**config.mk**
```make
export PLATFORM = sky130hd
export DESIGN_NAME = powlib_busarb
export DESIGN_NICKNAME = d
export VERILOG_FILES = /design/src/rtl/powlib_busarb_pkg.sv /design/src/rtl/powlib_rrarb.sv /design/src/rtl/powlib_busarb.sv
export SDC_FILE = /design/constraint.sdc
export NUM_CORES = 1
export LEC_CHECK = 0
export BUFFER_PORTS_ARGS = -buffer_cell sky130_fd_sc_hd__clkbuf_2
export CAP_MARGIN = 15
export CORE_MARGIN = 2
export CORE_UTILIZATION = 40
export CTS_CLUSTER_DIAMETER = 50
export CTS_CLUSTER_SIZE = 14
export DETAILED_ROUTE_END_ITERATION = 8
export PLACE_DENSITY = 0.59
export SYNTH_ARGS = -nofsm -noshare
export SYNTH_HDL_FRONTEND = slang
export SYNTH_SLANG_ARGS = --single-unit
```
**constraint.sdc**
```tcl
create_clock -name clk -period 8.93 [get_ports clk]
set_input_delay 1.3395 -clock clk [delete_from_list [all_inputs] [get_ports clk]]
set_output_delay 1.3395 -clock clk [all_outputs]
set_load 0.005 [all_outputs]
```
**src/rtl/powlib_busarb_pkg.sv**
```systemverilog
// Shared definitions for the powlib bus lanes: arbitration mode encodings
// and the index-width helper used to size channel-select fields.
package powlib_busarb_pkg;

    localparam int POWLIB_ARB_FIXED = 0;
    localparam int POWLIB_ARB_RR    = 1;

    // Ceiling log2 with a floor of 1 so that a single-channel lane still
    // gets a one-bit index field.
    function automatic int powlib_clog2(input int value);
        int result;
        result = 0;
        for (int r = 0; r < 31; r++) begin
            if ((1 << r) < value) begin
                result = r + 1;
            end
        end
        return (result < 1) ? 1 : result;
    endfunction

endpackage

```
**src/rtl/powlib_rrarb.sv**
```systemverilog
// Combinational rotating-priority arbiter: scans the request vector
// starting at ptr, wrapping at N, and returns the first requester as a
// one-hot grant plus its encoded index. Tie ptr to 0 for fixed priority.
module powlib_rrarb #(
    parameter int N = 4,
    parameter int W = 2
) (
    input  logic [N-1:0] req,
    input  logic [W-1:0] ptr,
    output logic [N-1:0] grant,
    output logic [W-1:0] idx,
    output logic         any
);

    logic [W-1:0] scan;

    // Walk the channels in priority order from ptr and keep the first hit.
    always_comb begin
        grant = '0;
        idx   = '0;
        any   = 1'b0;
        scan  = '0;
        for (int k = 0; k < N; k++) begin
            scan = W'((int'(ptr) + k) % N);
            if (!any && req[scan]) begin
                grant[scan] = 1'b1;
                idx         = scan;
                any         = 1'b1;
            end
        end
    end

endmodule

```
**src/rtl/powlib_busarb.sv**
```systemverilog
// N-to-1 bus arbitration lane: window-filters incoming requests, picks one
// per cycle by fixed priority or round-robin with burst hold, and passes
// the winner through a 2-entry output buffer so rdrdy never reaches wrrdys.
module powlib_busarb
    import powlib_busarb_pkg::*;
#(
    parameter int B_WRS   = 4,
    parameter int B_AW    = 2,
    parameter int B_DW    = 4,
    parameter int B_BASE  = 0,
    parameter int B_SIZE  = 2,
    parameter int MODE    = 1,
    parameter int B_BURST = 1,
    localparam int B_SW   = powlib_clog2(B_WRS)
) (
    input  logic                    clk,
    input  logic                    rst,
    input  logic [B_WRS*B_DW-1:0]   wrdatas,
    input  logic [B_WRS*B_AW-1:0]   wraddrs,
    input  logic [B_WRS-1:0]        wrvlds,
    output logic [B_WRS-1:0]        wrrdys,
    output logic [B_DW-1:0]         rddata,
    output logic [B_AW-1:0]         rdaddr,
    output logic [B_SW-1:0]         rdsrc,
    output logic                    rdvld,
    input  logic                    rdrdy
);

    localparam int HW = powlib_clog2(B_BURST);
    localparam logic [B_AW-1:0] WIN_LO   = B_AW'(B_BASE);
    localparam logic [B_AW-1:0] WIN_SPAN = B_AW'(B_SIZE);
    localparam logic            RR_MODE  = (MODE == POWLIB_ARB_RR);

    logic [B_WRS-1:0] eligible;
    logic [B_WRS-1:0] arb_req;
    logic [B_SW-1:0]  arb_ptr;
    logic [B_WRS-1:0] grant;
    logic [B_SW-1:0]  gnt_idx;
    logic             gnt_any;
    logic [B_SW-1:0]  next_ptr;

    logic [B_SW-1:0]  ptr;
    logic [B_SW-1:0]  holder;
    logic [HW-1:0]    holdcnt;
    logic             hold_keep;

    logic [1:0]       count;
    logic             wr_sel;
    logic             rd_sel;
    logic             space;
    logic             accept;
    logic             pop;

    logic [B_DW-1:0]  buf_data [2];
    logic [B_AW-1:0]  buf_addr [2];
    logic [B_SW-1:0]  buf_src  [2];

    // A request is eligible when valid and its address offset from the
    // window base lies within the span; the B_AW-bit subtraction keeps the
    // window arithmetic in address width.
    always_comb begin
        eligible = '0;
        for (int i = 0; i < B_WRS; i++) begin
            eligible[i] = wrvlds[i] &&
                          ((wraddrs[i*B_AW +: B_AW] - WIN_LO) <= WIN_SPAN);
        end
    end

    // An active burst holder overrides arbitration by presenting itself as
    // the sole requester; otherwise the arbiter scans from ptr (or 0).
    always_comb begin
        hold_keep = RR_MODE && (holdcnt != '0) && eligible[holder];
        arb_req   = hold_keep ? (B_WRS'(1) << holder) : eligible;
        arb_ptr   = RR_MODE ? (hold_keep ? holder : ptr) : '0;
    end

    powlib_rrarb #(
        .N (B_WRS),
        .W (B_SW)
    ) u_rrarb (
        .req   (arb_req),
        .ptr   (arb_ptr),
        .grant (grant),
        .idx   (gnt_idx),
        .any   (gnt_any)
    );

    // Grants are offered only with buffer space and outside reset, so any
    // asserted ready is always matched by a valid and becomes a transfer.
    always_comb begin
        space    = (count != 2'd2);
        wrrdys   = (space && !rst) ? grant : '0;
        accept   = space && !rst && gnt_any;
        pop      = (count != 2'd0) && rdrdy;
        next_ptr = (gnt_idx == B_SW'(B_WRS - 1)) ? '0 : gnt_idx + 1'b1;
    end

    // Round-robin pointer and burst counter move only on accepted beats;
    // ptr always sits just past the last winner so a broken hold rescans
    // from holder+1.
    always_ff @(posedge clk) begin
        if (rst) begin
            ptr     <= '0;
            holder  <= '0;
            holdcnt <= '0;
        end else if (accept && RR_MODE) begin
            ptr <= next_ptr;
            if (hold_keep) begin
                holdcnt <= holdcnt - 1'b1;
            end else begin
                holdcnt <= HW'(B_BURST - 1);
                holder  <= gnt_idx;
            end
        end
    end

    // Output buffer occupancy and read/write slot pointers.
    always_ff @(posedge clk) begin
        if (rst) begin
            count  <= 2'd0;
            wr_sel <= 1'b0;
            rd_sel <= 1'b0;
        end else begin
            if (accept) begin
                wr_sel <= ~wr_sel;
            end
            if (pop) begin
                rd_sel <= ~rd_sel;
            end
            if (accept && !pop) begin
                count <= count + 2'd1;
            end else if (!accept && pop) begin
                count <= count - 2'd1;
            end
        end
    end

    // Buffer payload storage; contents are don't-care until count says so.
    always_ff @(posedge clk) begin
        if (accept) begin
            buf_data[wr_sel] <= wrdatas[gnt_idx*B_DW +: B_DW];
            buf_addr[wr_sel] <= wraddrs[gnt_idx*B_AW +: B_AW];
            buf_src[wr_sel]  <= gnt_idx;
        end
    end

    // Head of the buffer drives the read side.
    always_comb begin
        rdvld  = (count != 2'd0);
        rddata = buf_data[rd_sel];
        rdaddr = buf_addr[rd_sel];
        rdsrc  = buf_src[rd_sel];
    end

endmodule

```
=== Word-level counts from Yosys, hierarchy flattened ===
Memories as Yosys holds them, arrays and structs flattened. A register that Yosys moved wholly into a read port is not among the register bits.
Cells that the tools add are included.

* Add/subtract/negate cells: 7
* Order comparisons: 13
* Equal/unequal tests: 2
* Shift operators: 3
* Muxes and demuxes: 45
* Bitwise logic cells: 6
* Reductions and logical operators: 26

{| class="wikitable"
|+ Operator list
! operator !! count
|-
| two-way mux 4 bit || 6
|-
| two-way mux 1 bit || 22
|-
| logical AND 1 bit || 17
|-
| two-way mux 2 bit || 8
|-
| indexed part select 16 x 5 -> 4 bit || 1
|-
| less-than comparator 2 x 3 -> 1 bit (second input constant) || 5
|-
| OR 4 bit || 3
|-
| binary-select mux 1 bit (select 2 bit) || 5
|-
| demux 1 bit (select 2 bit) || 4
|-
| greater-or-equal comparator 2 x 1 -> 1 bit (second input constant) || 4
|-
| less-or-equal comparator 2 bit (second input constant) || 4
|-
| indexed part select 8 x 4 -> 2 bit || 1
|-
| adder 2 x 1 -> 2 bit (second input constant) || 3
|-
| logical NOT 1 bit || 6
|-
| adder 2 bit (second input constant) || 2
|-
| nonzero test 2 bit || 2
|-
| << shifter 1 x 2 -> 4 bit (first input constant) || 1
|-
| inverter 1 bit || 3
|-
| == test 2 bit (second input constant) || 1
|-
| inequality test 2 bit (second input constant) || 1
|-
| AND reduction 2 bit || 1
|-
| subtractor 2 x 1 -> 2 bit (second input constant) || 1
|-
| subtractor 1 bit (second input constant) || 1
|}

* Register bits after elaboration: 9
* Bits in writable memories: 16
* Input bits: 31
* Output and inout bits: 13
* Word-level logic and storage cells: 111
* Memories kept: 3

{| class="wikitable"
|+ Memory list
! memory !! depth !! bits a word !! read ports !! clocked after Yosys merged registers in !! write ports !! RTL line !! text
|-
| buf_data || 2 || 4 || 1 || 1 || 1 || powlib_busarb.sv:54 || <nowiki>logic [B_DW-1:0] buf_data [2];</nowiki>
|-
| buf_addr || 2 || 2 || 1 || 1 || 1 || powlib_busarb.sv:55 || <nowiki>logic [B_AW-1:0] buf_addr [2];</nowiki>
|-
| buf_src || 2 || 2 || 1 || 1 || 1 || powlib_busarb.sv:56 || <nowiki>logic [B_SW-1:0] buf_src [2];</nowiki>
|}

=== Logic depth before layout (Yosys ltp) ===
Gate-level depths: netlist (run 1).

* Depth after elaboration: 23
* Mapped depth: 13
* Mapped depth without buffers: 12

=== Hierarchy ===
A second synthesis (run 1) with hierarchy kept.

* Cells, all modules: 149
* Area total of the unflattened synthesis: 1764.2 um^2

{| class="wikitable"
|+ By module, submodules not included
! module !! times used !! cells each !! area an instance (um^2) !! sequential area each (um^2)
|-
| powlib_busarb || 1 || 104 || 1345.0 || 680.7
|-
| powlib_rrarb || 1 || 45 || 419.2 || 0.0
|}

=== Least setup slack after synthesis (run 1) ===
Ideal clock, no wire load.

* Kind: input-to-output
* Start: input port wrvlds[0]
* End: output port wrrdys[0]
* Arrival: 4.008 ns
* Data required time: 7.590 ns
* Setup slack: 3.583 ns
* Stages on the path: 10
* Path buffers: 0
* Cells stage by stage: a21bo_1 > a221oi_2 > o21ai_0 > a2bb2oi_2 > inv_1 > ha_1 > mux2_2 > nor2_1 > a222oi_1 > a21oi_1

* Longest elaborated chain between the ends: 18
* Elaborated cells on any way between the ends: 54
* Classes of those cells: add/sub: 3; order compare: 8; mux: 28; bitwise: 3; reduce/logical: 12

{| class="wikitable"
|+ RTL lines
! element !! RTL line !! text
|-
| start, declared || powlib_busarb.sv:20 || <nowiki>input logic [B_WRS-1:0] wrvlds,</nowiki>
|-
| logical AND 1 bit * || powlib_busarb.sv:64 || <nowiki>eligible[i] = wrvlds[i] &&</nowiki>
|-
| branches (longest 15 deep; another with less-than comparator 2 x 3 -> 1 bit) || - ||
|-
| two-way mux 4 bit * || powlib_rrarb.sv:25 || <nowiki>if (!any && req[scan]) begin</nowiki>
|-
| two-way mux 4 bit * || powlib_busarb.sv:92 || <nowiki>wrrdys = (space && !rst) ? grant : '0;</nowiki>
|-
| end, declared || powlib_busarb.sv:21 || <nowiki>output logic [B_WRS-1:0] wrrdys,</nowiki>
|}

Every way passes the cells marked *. The select of a mux whose other input is x is not followed.

=== Worst setup path in the final report (run 1) ===
* Start: input port wraddrs[0]
* End: output port wrrdys[2]

* Longest elaborated chain between the ends: 19
* Elaborated cells on any way between the ends: 55
* Classes of those cells: add/sub: 3; order compare: 9; mux: 28; bitwise: 3; reduce/logical: 12

{| class="wikitable"
|+ RTL lines
! element !! RTL line !! text
|-
| start, declared || powlib_busarb.sv:19 || <nowiki>input logic [B_WRS*B_AW-1:0] wraddrs,</nowiki>
|-
| less-or-equal comparator 2 bit * || powlib_busarb.sv:65 || <nowiki>((wraddrs[i*B_AW +: B_AW] - WIN_LO) <= WIN_SPAN);</nowiki>
|-
| logical AND 1 bit * || powlib_busarb.sv:64 ||
|-
| branches (longest 15 deep; another with less-than comparator 2 x 3 -> 1 bit) || - ||
|-
| two-way mux 4 bit * || powlib_rrarb.sv:25 ||
|-
| two-way mux 4 bit * || powlib_busarb.sv:92 ||
|}

Marks and branches as above.

==> impl_metrics.csv, run 1 <==
group,metric,value,unit
outcome,status,"complete, no violations",
synthesis,synth_top_family_by_area,"compound AO/OA/AOI/OAI gates",
worst_setup_path,max_stage_delay,570,ps
sta,holdWs,516,ps
sta,drv_slew,0,
finish,num_antenna_cells,0,
worst_setup_path,crit_required,7590,ps
die,io-pin-count,44,
clock_tree,clk_path_buf_depth,2,
synthesis,syn-instance-count,172,
worst_setup_path,crit_chain,"clkbuf_2 -> a21bo_1 -> a221oi_2 -> o21ai_0 -> a2bb2oi_2 -> inv_1 -> ha_1 -> mux2_2 -> nor2_1 -> a222oi_1 -> a21oi_1 -> clkbuf_2",
clock_tree,clock-sinks,26,
clock_tree,cts_resized,0,
place,port-buffer-count,43,
sta,fin_skew,2.42,ps
sta,period_minus_slack,5970,ps
synthesis,synth_ff_type,"edfxtp_1",
synthesis,synth_edf_count,16,
clock_tree,cts_buffers,3,
synthesis,synthAdderAreaFrac,0.0609,
clock_tree,cts_root_buffer,"clkbuf_8",
die,rows,24,
worst_setup_path,crit_top_cell,"clkbuf_2",
worst_hold_path,hold_path_class,"flip-flop to flip-flop",
die,core,4410,um2
sta,hold_viol,0,
worst_setup_path,worst-path-buf-inv,3,
synthesis,synthMuxAreaShare,0.185,
route,drt.antenna.violating_nets,0,
place,dpl.hpwl,2950,um
clock_tree,insertion_delay,270,ps
place,gp_congestion,0.808,
worst_setup_path,crit_type,"input pin to primary output",
finish,fill_cells,408,
synthesis,synthDistinctLibCells,46,
global_routing,grt_usage,0.153,
sta,slew_headroom,0.314,
power_and_ir_drop,p_leak,0.918,nW
worst_setup_path,crit_arrival,4630,ps
global_routing,grt_max_degree,16,
synthesis,synth_xor_area_frac,0.0189,
clock_tree,cts_tree,"yes",
synthesis,yosys_warnings,0,
global_routing,grt_pass1_vias,1438,
finish,area.growth.synth_to_final,16.3,%
global_routing,gr-total-overflow,0,
worst_setup_path,slowest_stage,"a221oi_2",
synthesis,yosys.area_share.simple,0.110,
route,dr.pass1.iters,6,
sta,fin_tns_setup,0,ps
synthesis,synth.avg_cell_area,10.8,um2
sta,rsz0062_at_grt,"false",
die,start_util,0.419,
worst_setup_path,cp_top_family,"compound AO/OA/AOI/OAI gates",
global_routing,grt_pass1_wl,6350,um
power_and_ir_drop,power,0.738,mW
route,drcViolationCount,0,
route,drt_iter0_drc,54,
worst_setup_path,reg2reg_slack,4580,ps
clock_tree,post_cts.repair.setup_buffers,0,
route,drt-vias-per-instance,5.71,
global_routing,antenna_found_initial,0,
synthesis,seq_area_frac_synth,0.368,
run,max_cap_viol_count,0,
route,routedWlPerCell,14.5,um
synthesis,async_reset_ff_frac,0,
route,via_count,1508,
die,die_area,5190,um2
die,die_x,72.0,um
route,drt_wl_total,3830,um
finish,fin_nets,253,
die,die_h,72.0,um
power_and_ir_drop,p_per_area,343,nW/um2
finish,drive_gt1_frac,0.330,
clock_tree,h-tree-depth,1,
power_and_ir_drop,peakVddDrop,0.000181,V
clock_tree,path_clk_slew,80,ps
synthesis,syn_area,1850,um2
clock_tree,cts_hold_buf,0,
worst_setup_path,crit_path_start_kind,"input pin",
worst_setup_path,cp_max_fo,9,
sta,clock.fmax,0.168,GHz
sta,post-route-period-util,0.669,
synthesis,synth_compound_area_frac,0.213,
sta,tightestPinTransition,1020,ps
synthesis,ys_ff_latch,26,
worst_setup_path,critPathCaptureType,"primary output",
sta,finalSetupViolCount,0,
synthesis,synth_fp_nets,212,
[registers in the layout (all words and copies together), names as in the netlist, named ones only]
register  cells
ptr           2
wr_sel        1
buf_addr      4
count         2
holder        2
buf_data      8
buf_src       4
rd_sel        1
holdcnt       1
[path summary, 6_finish.rpt]
kind,from,endpoint,cells past startpoint
worst max-delay path,wraddrs[0],wrrdys[2],12
worst min-delay path,rd_sel$_SDFFE_PP0P_,flip-flop,2
worst max register to register,holder[1]$_SDFFE_PP0P_,buf_addr[1][0]$_DFFE_PP_,10
worst min register to register,rd_sel$_SDFFE_PP0P_,flip-flop,2
[metal layers]
| metal | wire length (um) | track usage |
|---|---|---|
| met1 | 1570 | 0.174 |
| met2 | 1960 | 0.280 |
| met5 | 0 | 0 |
| met3 | 219 | 0.0194 |
| met4 | 78 | 0.0776 |
[power by group]
group          internal (mW)  switching, mW
Combinational          0.195          0.223
Clock                 0.0599         0.0350
Sequential             0.194         0.0306
[cells by family after synthesis]
group,count (synthesis)
flip-flops,26
buffers and inverters,16
AND/OR/NAND/NOR,40
multiplexers,28
adder cells (fa/ha/maj),9
AO/OA/AOI/OAI,49
XOR/XNOR,4
[synthesized netlist by cell type, types with 2 or more instances]
| cell type | count | area, um2 |
|---|---|---|
| xor2_1 | 3 | 26.3 |
| nand3b_1 | 2 | 15.0 |
| dfxtp_1 | 10 | 200 |
| a31oi_1 | 2 | 12.5 |
| mux4_1 | 2 | 52.6 |
| a221o_1 | 2 | 20.0 |
| clkbuf_1 | 3 | 11.3 |
| and2_1 | 3 | 18.8 |
| ha_1 | 9 | 113 |
| nand2_1 | 12 | 45.0 |
| nand3_1 | 3 | 15.0 |
| nor2b_1 | 3 | 18.8 |
| a211oi_1 | 3 | 22.5 |
| a21o_1 | 2 | 15.0 |
| nor2_1 | 9 | 33.8 |
| buf_6 | 3 | 33.8 |
| a21oi_2 | 2 | 17.5 |
| a21bo_2 | 2 | 20.0 |
| o221ai_1 | 2 | 17.5 |
| inv_1 | 9 | 33.8 |
| a222oi_1 | 4 | 40.0 |
| nand2b_1 | 3 | 18.8 |
| o21ai_0 | 8 | 40.0 |
| mux2_2 | 10 | 113 |
| a21bo_1 | 2 | 20.0 |
| a21oi_1 | 11 | 55.1 |
| mux2i_1 | 14 | 140 |
| edfxtp_1 | 16 | 480 |
[cell type report]
| cell class | count | area [um2] | area share |
|---|---|---|---|
| Multi-Input combinational cell | 130 | 1090 | 0.505 |
| Sequential cell | 26 | 681 | 0.316 |
| Clock inverter | 1 | 30.0 | 0.0140 |
| Inverter | 9 | 33.8 | 0.0157 |
| Tap cell | 52 | 65.1 | 0.0302 |
| Timing Repair Buffer | 43 | 215 | 0.100 |
| Clock buffer | 3 | 41.3 | 0.0192 |
[per-stage QoR]
step | worst slack [ps] | area (um2) | std cells | util
after floorplan | 3580 | 1850 | 172 | -
after CTS | 3010 | 2150 | 264 | 0.488
after global placement | 3170 | 2080 | 260 | 0.471
final | 2960 | 2150 | 264 | 0.488
after detailed placement | 3010 | 2080 | 260 | 0.471
after global routing | 2660 | 2150 | 264 | 0.488
[worst reg2reg max path, cell delays in order, from the launching register on]
cell and delay (ps):
dfxtp_1 520, nor2_1 140, a221oi_2 570, o21ai_0 220
a2bb2oi_2 400, inv_1 170, ha_1 380, inv_1 50
o21a_1 180, o21ai_1 780, mux4_1 670
[cells in the final DEF, fill, tap and decap left out, types with 2 or more instances in the layout]
master,n
a211oi_1,3
a21bo_1,2
a21bo_2,2
a21o_1,2
a21oi_1,11
a21oi_2,2
a221o_1,2
a222oi_1,4
a31oi_1,2
and2_1,3
clkbuf_2,43
clkbuf_8,3
dfxtp_1,10
edfxtp_1,16
ha_1,9
inv_1,9
mux2_2,10
mux2i_1,14
mux4_1,2
nand2_1,12
nand2b_1,3
nand3_1,3
nand3b_1,2
nor2_1,9
nor2b_1,3
o21ai_0,8
o221ai_1,2
xor2_1,3
(Power assumes the default switching activity.)
==> run 2, diff against run 1 <==
--- a/config.mk
+++ b/config.mk
@@ -12,7 +12,7 @@
 export CTS_CLUSTER_DIAMETER = 50
 export CTS_CLUSTER_SIZE = 14
 export DETAILED_ROUTE_END_ITERATION = 8
-export PLACE_DENSITY = 0.59
+export PLACE_DENSITY = 0.62
 export SYNTH_ARGS = -nofsm -noshare
 export SYNTH_HDL_FRONTEND = slang
 export SYNTH_SLANG_ARGS = --single-unit
==> constraint.sdc (replaced) <==
create_clock -name clk -period 4.8 [get_ports clk]
set_input_delay 0.72 -clock clk [delete_from_list [all_inputs] [get_ports clk]]
set_output_delay 0.72 -clock clk [all_outputs]
set_load 0.005 [all_outputs]
==> impl_metrics.csv, run 2 (same netlist as run 1, synthesis figures left out) <==
group,metric,value,unit
worst_hold_path,hold_path_class,"flip-flop to flip-flop",
die,start_util,0.419,
worst_setup_path,crit_required,4080,ps
worst_setup_path,reg2reg_slack,1080,ps
worst_setup_path,crit_path_start_kind,"input pin",
finish,layout_common_cells,"clkbuf_2 (43), edfxtp_1 (16), mux2i_1 (14), nand2_1 (12), a21oi_1 (11)",
route,drt_iter0_drc,92,
sta,fin_skew,8.53,ps
route,wl_met2,1940,um
clock_tree,post_cts.repair.setup_buffers,0,
finish,drive_gt1_frac,0.349,
route,wl_met3,130,um
finish,finish.utilization,0.494,
die,die_area,5190,um2
finish,final_common_cell,"clkbuf_2",
route,drt-vias-per-instance,5.40,
sta,post-route-period-util,0.907,
global_routing,antenna_found_initial,0,
global_routing,gr-total-overflow,0,
worst_setup_path,max_stage_delay,390,ps
clock_tree,cts_root_buffer,"clkbuf_8",
global_routing,grt_pass1_vias,1316,
clock_tree,cts_resized,0,
power_and_ir_drop,peakVddDrop,0.000358,V
route,drcViolationCount,0,
place,port-buffer-count,43,
route,drt.antenna.violating_nets,0,
route,dr.pass1.iters,5,
die,core,4410,um2
finish,reg_top3,"buf_data (8), buf_addr (4), buf_src (4)",
sta,finalSetupViolCount,0,
route,drt_wl_total,3810,um
sta,hold_viol,0,
global_routing,grt_max_degree,16,
worst_setup_path,cp_max_fo,9,
sta,fin_tns_setup,0,ps
finish,fin_nets,259,
sta,drv_slew,0,
worst_setup_path,cp_top_family,"compound AO/OA/AOI/OAI gates",
clock_tree,cts_buffers,3,
worst_setup_path,worst-path-buf-inv,3,
clock_tree,cts_hold_buf,0,
sta,period_minus_slack,4350,ps
worst_setup_path,slowest_stage,"a2bb2oi_2",
clock_tree,h-tree-depth,1,
route,wl_met1,1710,um
die,die_h,72.0,um
worst_hold_path,min_from,"rd_sel$_SDFFE_PP0P_",
clock_tree,cts_tree,"yes",
global_routing,grt_usage,0.146,
route,routedWlPerCell,14.1,um
sta,rsz0062_at_grt,"false",
worst_setup_path,critPathCaptureType,"primary output",
finish,area.growth.synth_to_final,17.8,%
outcome,status,"complete, no violations",
finish,num_antenna_cells,0,
route,routed.top_layer,"met4",
clock_tree,clock-sinks,26,
global_routing,grt_pass1_wl,6000,um
die,io-pin-count,44,
worst_hold_path,worstHoldEndpoint,"rd_sel$_SDFFE_PP0P_",
worst_setup_path,reg2reg_depth,13,
worst_setup_path,crit_type,"input pin to primary output",
place,gp_congestion,0.891,
clock_tree,insertion_delay,270,ps
sta,tightestPinTransition,442,ps
die,rows,24,
die,die_x,72.0,um
sta,clock.fmax,0.230,GHz
sta,slew_headroom,0.705,
finish,largest_reg_flops,8,
power_and_ir_drop,p_per_area,623,nW/um2
worst_setup_path,crit_arrival,3630,ps
power_and_ir_drop,p_leak,0.941,nW
place,dpl.hpwl,2900,um
worst_setup_path,crit_chain,"clkbuf_2 -> a21bo_1 -> a221oi_2 -> o21ai_0 -> a2bb2oi_2 -> inv_1 -> ha_1 -> mux2_2 -> nor2_1 -> a222oi_1 -> a21oi_1 -> clkbuf_2",
clock_tree,clk_path_buf_depth,2,
worst_setup_path,crit_top_cell,"clkbuf_2",
sta,holdWs,525,ps
worst_setup_path,r2r-end,"buf_data[1][3]$_DFFE_PP_",
route,via_count,1457,
finish,regMostFlops,"buf_data",
run,max_cap_viol_count,0,
worst_setup_path,critical_path.reg2reg.startpoint,"holder[1]$_SDFFE_PP0P_",
clock_tree,path_clk_slew,90,ps
worst_hold_path,hold_depth,2,
-- run 2: cell count changes in the layout (fill, tap and decap cells not counted) --
cell	delta
bufinv_16	-1
clkbuf_8	+1
buf_4	+6
-- run 2: how the worst max path moves through the flow --
stage,from,endpoint,slack (ps),cells past startpoint
6_report,wraddrs[0],wrrdys[3],450,12
3_3_place_gp,wraddrs[0],wrrdys[1],540,12
4_1_cts,wraddrs[0],wrrdys[3],460,12
2_1_floorplan,wrvlds[0],wrrdys[0],690,10
5_1_grt,wraddrs[0],wrrdys[2],230,12
3_5_place_dp,wraddrs[0],wrrdys[3],460,12
-- run 2: routing by layer --
layer,vias up,global-route usage
li1,741,-
met3,2,0.0139
met5,-,0
met1,679,0.189
met4,0,0.0503
met2,35,0.254
-- run 2: final cells by class --
cell class | instances | area, um2
well taps | 52 | 65.1
inverters | 9 | 33.8
multi-input cells | 130 | 1090
clock buffers | 4 | 55.1
fillers | 418 | 2230
repair buffers | 49 | 260
flip-flops and latches | 26 | 681
-- run 2: stage by stage --
stage	total power, mW	setup slack (ps)	std cells	instance area (um2)
2_1_floorplan	1.04	692	172	1850
3_3_place_gp	1.22	536	266	2130
3_5_place_dp	1.23	462	266	2130
4_1_cts	1.37	455	270	2180
5_1_grt	1.46	234	270	2180
6_report	1.36	448	270	2180
-- run 2: power breakdown --
part	internal, mW	switching, mW
clock network	0.0732	0.0651
registers	0.359	0.0535
logic	0.389	0.418
total	0.822	0.536
-- run 2: worst min-delay path: cells and delay by family (launching register included) --
family	cells	cell delay, ps
xor+xnor	1	80
flops	1	340
simple gates	1	80
